File: config.mk
export PLATFORM = sky130hd
export DESIGN_NAME = axi_txn_drain_ctrl_flat
export DESIGN_NICKNAME = d
export VERILOG_FILES = /design/src/rtl/axi_txn_drain_ctrl_pkg.sv /design/src/rtl/axi_txn_drain_ctrl_if.sv /design/src/rtl/axi_txn_counter.sv /design/src/rtl/axi_txn_drain_ctrl.sv /design/src/flat_wrapper.sv
export SDC_FILE = /design/constraint.sdc
export NUM_CORES = 1
export LEC_CHECK = 0
export CAP_MARGIN = 20
export CORE_AREA = 2 2 81 83
export DETAILED_ROUTE_END_ITERATION = 16
export DIE_AREA = 0 0 83 85
export SETUP_SLACK_MARGIN = 0.15
export SLEW_MARGIN = 30
export SYNTH_ARGS = -nofsm -noshare
export SYNTH_HDL_FRONTEND = slang
export SYNTH_SLANG_ARGS = --single-unit
export TNS_END_PERCENT = 20
File: constraint.sdc
create_clock -name aclk -period 2.4 [get_ports aclk]
set_clock_uncertainty 0.15 [all_clocks]
set_input_delay 0.36 -clock aclk [delete_from_list [all_inputs] [get_ports aclk]]
set_output_delay 0.36 -clock aclk [all_outputs]
set_load 0.1 [all_outputs]
File: src/rtl/axi_txn_drain_ctrl_pkg.sv
// Shared types and constants for the AXI transaction drain controller.
package axi_txn_drain_ctrl_pkg;

  localparam int unsigned CNT_W          = 8;
  localparam int unsigned MAX_TXNS_LIMIT = 255;

  typedef logic [CNT_W-1:0] txn_cnt_t;

  typedef enum logic [1:0] {
    RUN   = 2'd0,
    DRAIN = 2'd1,
    IDLE  = 2'd2
  } drain_state_e;

  // A per-direction limit of zero would deadlock the gate; above 255 overflows the counter.
  function automatic bit txn_limit_ok(input int unsigned n);
    return (n >= 1) && (n <= MAX_TXNS_LIMIT);
  endfunction

endpackage

File: src/rtl/axi_txn_drain_ctrl_if.sv
// AW/AR gated handshakes plus monitored B/R handshakes seen by the drain controller.
interface axi_txn_drain_ctrl_if;

  logic s_axi_awvalid;
  logic s_axi_awready;
  logic m_axi_awvalid;
  logic m_axi_awready;

  logic s_axi_arvalid;
  logic s_axi_arready;
  logic m_axi_arvalid;
  logic m_axi_arready;

  logic axi_bvalid;
  logic axi_bready;
  logic axi_rvalid;
  logic axi_rready;
  logic axi_rlast;

  modport slave (
    input  s_axi_awvalid, m_axi_awready,
    input  s_axi_arvalid, m_axi_arready,
    input  axi_bvalid, axi_bready,
    input  axi_rvalid, axi_rready, axi_rlast,
    output s_axi_awready, m_axi_awvalid,
    output s_axi_arready, m_axi_arvalid
  );

  modport master (
    output s_axi_awvalid, m_axi_awready,
    output s_axi_arvalid, m_axi_arready,
    output axi_bvalid, axi_bready,
    output axi_rvalid, axi_rready, axi_rlast,
    input  s_axi_awready, m_axi_awvalid,
    input  s_axi_arready, m_axi_arvalid
  );

endinterface

File: src/rtl/axi_txn_counter.sv
// Saturating outstanding-transaction counter with limit compare and underflow event.
module axi_txn_counter
  import axi_txn_drain_ctrl_pkg::*;
(
  input  logic     clk,
  input  logic     rst_n,
  input  logic     inc,
  input  logic     dec,
  input  txn_cnt_t limit,
  output txn_cnt_t count,
  output logic     at_limit,
  output logic     underflow
);

  txn_cnt_t count_next;

  // Simultaneous inc/dec cancel; a lone dec at zero is flagged and ignored.
  always_comb begin
    count_next = count;
    underflow  = 1'b0;
    if (inc && !dec) begin
      if (count < limit) begin
        count_next = count + CNT_W'(1);
      end
    end else if (dec && !inc) begin
      if (count == '0) begin
        underflow = 1'b1;
      end else begin
        count_next = count - CNT_W'(1);
      end
    end
  end

  assign at_limit = (count >= limit);

  always_ff @(posedge clk or negedge rst_n) begin
    if (!rst_n) begin
      count <= '0;
    end else begin
      count <= count_next;
    end
  end

endmodule

File: src/rtl/axi_txn_drain_ctrl.sv
// Caps outstanding AXI writes/reads by gating AW/AR handshakes and sequences a drain-to-idle handshake.
module axi_txn_drain_ctrl
  import axi_txn_drain_ctrl_pkg::*;
#(
  parameter int unsigned MAX_WRITE_TXNS = 32'd8,
  parameter int unsigned MAX_READ_TXNS  = 32'd8
)(
  input  logic                  aclk,
  input  logic                  rstn,
  axi_txn_drain_ctrl_if.slave   axi,
  input  logic                  drain_req,
  output logic                  idle,
  output txn_cnt_t              wr_outstanding,
  output txn_cnt_t              rd_outstanding,
  output logic                  err_underflow
);

  if (!txn_limit_ok(MAX_WRITE_TXNS)) begin : g_bad_wr_limit
    $error("MAX_WRITE_TXNS must be in 1..%0d", MAX_TXNS_LIMIT);
  end
  if (!txn_limit_ok(MAX_READ_TXNS)) begin : g_bad_rd_limit
    $error("MAX_READ_TXNS must be in 1..%0d", MAX_TXNS_LIMIT);
  end

  localparam txn_cnt_t WR_LIMIT = CNT_W'(MAX_WRITE_TXNS);
  localparam txn_cnt_t RD_LIMIT = CNT_W'(MAX_READ_TXNS);

  drain_state_e state, state_next;
  logic         aw_hold, aw_hold_next;
  logic         ar_hold, ar_hold_next;
  logic         allow_aw, allow_ar;
  logic         aw_hs, ar_hs, b_hs, r_done;
  logic         wr_at_limit, rd_at_limit;
  logic         wr_uf, rd_uf;
  logic         drained;
  txn_cnt_t     wr_cnt, rd_cnt;

  // Gate: a valid already presented downstream stays admitted until it handshakes.
  assign allow_aw = aw_hold | ((state == RUN) & !wr_at_limit);
  assign allow_ar = ar_hold | ((state == RUN) & !rd_at_limit);

  assign axi.m_axi_awvalid = axi.s_axi_awvalid & allow_aw;
  assign axi.s_axi_awready = axi.m_axi_awready & allow_aw;
  assign axi.m_axi_arvalid = axi.s_axi_arvalid & allow_ar;
  assign axi.s_axi_arready = axi.m_axi_arready & allow_ar;

  assign aw_hs  = axi.m_axi_awvalid & axi.m_axi_awready;
  assign ar_hs  = axi.m_axi_arvalid & axi.m_axi_arready;
  assign b_hs   = axi.axi_bvalid & axi.axi_bready;
  assign r_done = axi.axi_rvalid & axi.axi_rready & axi.axi_rlast;

  axi_txn_counter u_wr_cnt (
    .clk       (aclk),
    .rst_n     (rstn),
    .inc       (aw_hs),
    .dec       (b_hs),
    .limit     (WR_LIMIT),
    .count     (wr_cnt),
    .at_limit  (wr_at_limit),
    .underflow (wr_uf)
  );

  axi_txn_counter u_rd_cnt (
    .clk       (aclk),
    .rst_n     (rstn),
    .inc       (ar_hs),
    .dec       (r_done),
    .limit     (RD_LIMIT),
    .count     (rd_cnt),
    .at_limit  (rd_at_limit),
    .underflow (rd_uf)
  );

  assign wr_outstanding = wr_cnt;
  assign rd_outstanding = rd_cnt;

  // Stalled-valid tracking so the gate never withdraws a presented request.
  always_comb begin
    aw_hold_next = aw_hold;
    ar_hold_next = ar_hold;
    if (aw_hs) begin
      aw_hold_next = 1'b0;
    end else if (axi.m_axi_awvalid) begin
      aw_hold_next = 1'b1;
    end
    if (ar_hs) begin
      ar_hold_next = 1'b0;
    end else if (axi.m_axi_arvalid) begin
      ar_hold_next = 1'b1;
    end
  end

  // Both counters reach zero at this edge: looks through a same-cycle final completion so
  // idle can rise one cycle after it. In DRAIN no unheld A-channel handshake can occur.
  assign drained = !aw_hold && !ar_hold &&
                   ((wr_cnt == '0) || ((wr_cnt == CNT_W'(1)) && b_hs)) &&
                   ((rd_cnt == '0) || ((rd_cnt == CNT_W'(1)) && r_done));

  always_comb begin
    state_next = state;
    case (state)
      RUN: begin
        if (drain_req) state_next = DRAIN;
      end
      DRAIN: begin
        if (!drain_req)   state_next = RUN;
        else if (drained) state_next = IDLE;
      end
      IDLE: begin
        if (!drain_req) state_next = RUN;
      end
      default: state_next = RUN;
    endcase
  end

  always_ff @(posedge aclk or negedge rstn) begin
    if (!rstn) begin
      state         <= RUN;
      aw_hold       <= 1'b0;
      ar_hold       <= 1'b0;
      idle          <= 1'b0;
      err_underflow <= 1'b0;
    end else begin
      state         <= state_next;
      aw_hold       <= aw_hold_next;
      ar_hold       <= ar_hold_next;
      idle          <= (state_next == IDLE);
      err_underflow <= err_underflow | wr_uf | rd_uf;
    end
  end

endmodule

File: src/flat_wrapper.sv
// flat-port wrapper written by rule: the top's interface ports become plain ports
module axi_txn_drain_ctrl_flat import axi_txn_drain_ctrl_pkg::*;
#(
  parameter int unsigned MAX_WRITE_TXNS = 32'd8,
  parameter int unsigned MAX_READ_TXNS  = 32'd8
)
  (aclk, rstn, drain_req, idle, wr_outstanding, rd_outstanding, err_underflow, axi_s_axi_awvalid, axi_m_axi_awready, axi_s_axi_arvalid, axi_m_axi_arready, axi_axi_bvalid, axi_axi_bready, axi_axi_rvalid, axi_axi_rready, axi_axi_rlast, axi_s_axi_awready, axi_m_axi_awvalid, axi_s_axi_arready, axi_m_axi_arvalid);
  axi_txn_drain_ctrl_if axi_i ();
  input  logic aclk;
  input  logic rstn;
  input  logic drain_req;
  output logic idle;
  output txn_cnt_t wr_outstanding;
  output txn_cnt_t rd_outstanding;
  output logic err_underflow;
  input wire logic [$bits(axi_i.s_axi_awvalid)-1:0] axi_s_axi_awvalid;
  input wire logic [$bits(axi_i.m_axi_awready)-1:0] axi_m_axi_awready;
  input wire logic [$bits(axi_i.s_axi_arvalid)-1:0] axi_s_axi_arvalid;
  input wire logic [$bits(axi_i.m_axi_arready)-1:0] axi_m_axi_arready;
  input wire logic [$bits(axi_i.axi_bvalid)-1:0] axi_axi_bvalid;
  input wire logic [$bits(axi_i.axi_bready)-1:0] axi_axi_bready;
  input wire logic [$bits(axi_i.axi_rvalid)-1:0] axi_axi_rvalid;
  input wire logic [$bits(axi_i.axi_rready)-1:0] axi_axi_rready;
  input wire logic [$bits(axi_i.axi_rlast)-1:0] axi_axi_rlast;
  output wire logic [$bits(axi_i.s_axi_awready)-1:0] axi_s_axi_awready;
  output wire logic [$bits(axi_i.m_axi_awvalid)-1:0] axi_m_axi_awvalid;
  output wire logic [$bits(axi_i.s_axi_arready)-1:0] axi_s_axi_arready;
  output wire logic [$bits(axi_i.m_axi_arvalid)-1:0] axi_m_axi_arvalid;
  assign axi_i.s_axi_awvalid = axi_s_axi_awvalid;
  assign axi_i.m_axi_awready = axi_m_axi_awready;
  assign axi_i.s_axi_arvalid = axi_s_axi_arvalid;
  assign axi_i.m_axi_arready = axi_m_axi_arready;
  assign axi_i.axi_bvalid = axi_axi_bvalid;
  assign axi_i.axi_bready = axi_axi_bready;
  assign axi_i.axi_rvalid = axi_axi_rvalid;
  assign axi_i.axi_rready = axi_axi_rready;
  assign axi_i.axi_rlast = axi_axi_rlast;
  assign axi_s_axi_awready = axi_i.s_axi_awready;
  assign axi_m_axi_awvalid = axi_i.m_axi_awvalid;
  assign axi_s_axi_arready = axi_i.s_axi_arready;
  assign axi_m_axi_arvalid = axi_i.m_axi_arvalid;
  axi_txn_drain_ctrl #(.MAX_WRITE_TXNS(MAX_WRITE_TXNS), .MAX_READ_TXNS(MAX_READ_TXNS)) u_core (.aclk(aclk), .rstn(rstn), .axi(axi_i), .drain_req(drain_req), .idle(idle), .wr_outstanding(wr_outstanding), .rd_outstanding(rd_outstanding), .err_underflow(err_underflow));
endmodule
==> flow_metrics.py <==
metrics = {
    "yosys": {
        "combinational_family_with_the_most_area_after_synthesis": "simple AND/OR/NAND/NOR gates",
        "postSynth.asyncResetShare_pct": 100,
        "syn-num-nets": 179,
        "synthXorXnorAreaFrac_pct": 9.25,
        "synth_cells": 155,
        "synth.area.top_cells": "sky130_fd_sc_hd__dfrtp_1 36%, sky130_fd_sc_hd__ha_1 9.9%, sky130_fd_sc_hd__xnor2_1 8.1%, sky130_fd_sc_hd__nand3_1 4.3%, sky130_fd_sc_hd__nand2_1 3.2%",
        "synth_compound_area_share_pct": 12.0,
        "synth.yosys.warnings": 0,
        "synth_largest_area_cell": "sky130_fd_sc_hd__dfrtp_1",
        "synth.area.mux_share_pct": 1.32,
        "synthAdderAreaFrac_pct": 9.91,
        "synth_ff_type": "sky130_fd_sc_hd__dfrtp_1",
        "netlist_area_um2": 1520,
        "yosys.area_share.simple_pct": 26.3,
        "avgSynthCellArea_um2": 9.78,
        "synth-edff-count": 0,
        "synth.distinct_cells": 42,
        "yosysTopAreaCellShare_pct": 36.3,
        "synth-seq-cells": 22,
        "sequential_cell_area_fraction_in_the_yosys_report_pct": 36.3,
    },
    "clocking": {
        "cts_hold_repair.buffers": 0,
        "tritoncts_sinks": 22,
        "cts_root_buf": "sky130_fd_sc_hd__clkbuf_8",
        "deepest_clock_path_buffer_count": 2,
        "clkLatencyLatePin_ns": 0.26,
        "clk_pin_slew_ns": 0.09,
        "tritoncts.num_buffers": 3,
        "htree_levels": 1,
        "cts_tree": "built",
    },
    "timing": {
        "setup_repair_after_global_routing_missed_its_margin": "yes",
        "slew_headroom_pct": 66.1,
        "hold_viol_final": 0,
        "finalSetupViolCount": 0,
        "post-route-period-util_pct": 97.1,
        "fmaxAchievable_mhz": 429,
        "worst_pin_slew_ns": 0.507,
        "hold_ws_ns": 0.293,
        "post-route-min-period_ns": 2.33,
        "final_max_slew_viol_count": 0,
        "final_critical_path_setup_slack_ns": 0.0703,
    },
    "critical_path": {
        "cp.arrival_ns": 2.34,
        "worstPathCellList": "nor4_4, a31oi_2, nor2b_4, and2_4, ha_4, nor4b_2, a21oi_2, buf_6, o2111ai_2, xnor2_1",
        "critPathTopFamily": "simple AND/OR/NAND/NOR gates",
        "critical_path_buf_inv_count": 1,
        "setup.worst_path.class": "register to register",
        "timing.critical_path.required_ns": 2.41,
        "crit_path_max_fanout": 7,
        "critical_path.slowest_cell": "sky130_fd_sc_hd__dfrtp_4",
        "crit_path_max_incr_delay_ns": 0.50,
        "startpoint_type": "register",
        "setup.worst_path.end_class": "register",
    },
    "drt": {
        "dr_total_vias": 1380,
        "detail_route.vias_per_cell": 4.66,
        "drt_first_pass_iters": 4,
        "dr.first_iter.drc_count": 37,
        "route.detailed.drc": 0,
        "antenna_violating_nets_post_route": 0,
        "route.detailed.wl_per_inst_um": 13.7,
        "drt-total-wl_mm": 4.05,
    },
    "layout": {
        "post_route_cells_drive_above_1_share_pct": 47.9,
        "nNetsFinal": 244,
        "layout.filler_cells": 642,
        "seq_area_um2": 578,
        "layout-area-overhead-vs-synth_pct": 59.5,
        "antenna_cells": 0,
        "final_util_pct": 38.9,
        "layout_commonest_cell": "sky130_fd_sc_hd__buf_4",
        "multi_input_gate_area_in_the_final_layout_um2": 1070,
        "post-route-cell-area_um2": 2420,
        "final_cell_mix": "48 x sky130_fd_sc_hd__buf_4, 14 x sky130_fd_sc_hd__xnor2_1, 12 x sky130_fd_sc_hd__nand3_1, 12 x sky130_fd_sc_hd__dfrtp_1",
    },
    "placed_design": {
        "dpl_worst_slack_ns": -0.0895,
        "number_of_input_and_output_port_buffers_inserted": 33,
        "globalplace.congestion": 0.827,
        "postPlaceCellArea_um2": 2260,
        "place.detailed.hpwl_mm": 3.06,
    },
    "floorplanning": {
        "ioPinCount": 34,
        "design.die.area_um2": 7060,
        "initial_core_util_pct": 24.4,
        "floorplan.die.height_um": 85,
        "row_count": 29,
        "die-width_um": 83,
        "core_area_um2": 6200,
    },
    "global_routing": {
        "grt_antenna_before_repair": 0,
        "grt_max_degree": 23,
        "grt_overflow": 0,
        "first_global_vias": 1416,
        "gr-usage-all-layers_pct": 11.8,
        "grt_pass1_wl_mm": 6.82,
    },
    "flow_run": {
        "count_of_maximum_capacitance_violations": 0,
    },
    "run_status": {
        "status": "complete, no violations",
    },
    "worst_hold_path": {
        "hold_class": "input port to async pin",
    },
}
-- area by class of cell --
type | instances | share of cell area, %
clock buffers | 4 | 2.28
well taps | 77 | 3.99
flip-flops and latches | 22 | 23.9
inverters | 9 | 1.40
repair buffers | 66 | 24.2
multi-input cells | 118 | 44.2
-- repair_timing --
action | in CTS | in global routing
cloned | 0 | 0
resized for setup | 6 | 10
setup endpoints to repair | 15 | 18
pin swaps | 3 | 7
endpoints found under the hold margin | 0 | 0
setup buffers | 1 | 0
-- routing by layer --
layer	share of wire (%)	global-route usage, %	vias up
li1	-	-	677
met1	45	15.8	666
met2	51	19.8	33
met3	3.5	1.85	4
met4	0.67	3.43	0
met5	0	0	-
-- cell families (layout without fill, tap and decap cells) --
kind of cell / Yosys count / in the layout
flip-flops: 22 / 22
AND/OR/NAND/NOR: 67 / 67
buffers and inverters: 15 / 79
AO/OA/AOI/OAI: 21 / 21
XOR/XNOR: 16 / 16
multiplexers: 2 / 2
adder cells (fa/ha/maj): 12 / 12
-- through the flow --
stage / TNS (ns) / cells
after floorplan: -11.50 / 155
after detailed placement: -0.388 / 291
after CTS: 0 / 296
final: 0 / 296
after global placement: -0.390 / 291
after global routing: -0.611 / 296
-- registers in the layout, indices dropped and copies added, names as in the netlist --
register               count
u_core.state               2
u_core.err_underflow       1
u_core.idle                1
u_core.aw_hold             1
u_core.u_rd_cnt.count      8
u_core.ar_hold             1
u_core.u_wr_cnt.count      8
-- worst register-to-register path, delay by kind of cell, from the launching register on --
kind	cells	cell delay, ns
simple gates	4	0.69
flops	1	0.50
compound gates	3	0.43
fa+ha+maj	1	0.16
buf+inv	1	0.14
xor+xnor	1	0.14
-- synth_stat cells, drive strengths merged (5+ instances only) --
master and n:
dfrtp 22, ha 12, nand3 13, buf 5
nand4 5, nand2 13, xnor2 14, inv 9
nor2 5
-- worst paths after layout --
| check | cells past startpoint | slack [ns] | startpoint | to |
|---|---|---|---|---|
| hold reg to reg | 1 | 0.39 | u_core.err_underflow | u_core.err_underflow |
| max in group asynchronous | 2 | 1.54 | rstn | u_core.u_rd_cnt.count[5] |
| hold / removal | 2 | 0.29 | rstn | u_core.u_wr_cnt.count[5] |
| setup / recovery | 10 | 0.07 | u_core.u_rd_cnt.count[7] | u_core.u_rd_cnt.count[6] |
| min in group aclk | 1 | 0.39 | u_core.err_underflow | u_core.err_underflow |
| setup reg to reg | 10 | 0.07 | u_core.u_rd_cnt.count[7] | u_core.u_rd_cnt.count[6] |
Power is not shown: default switching activity piles up to over one toggle a cycle in this logic, so the estimate is an artifact.
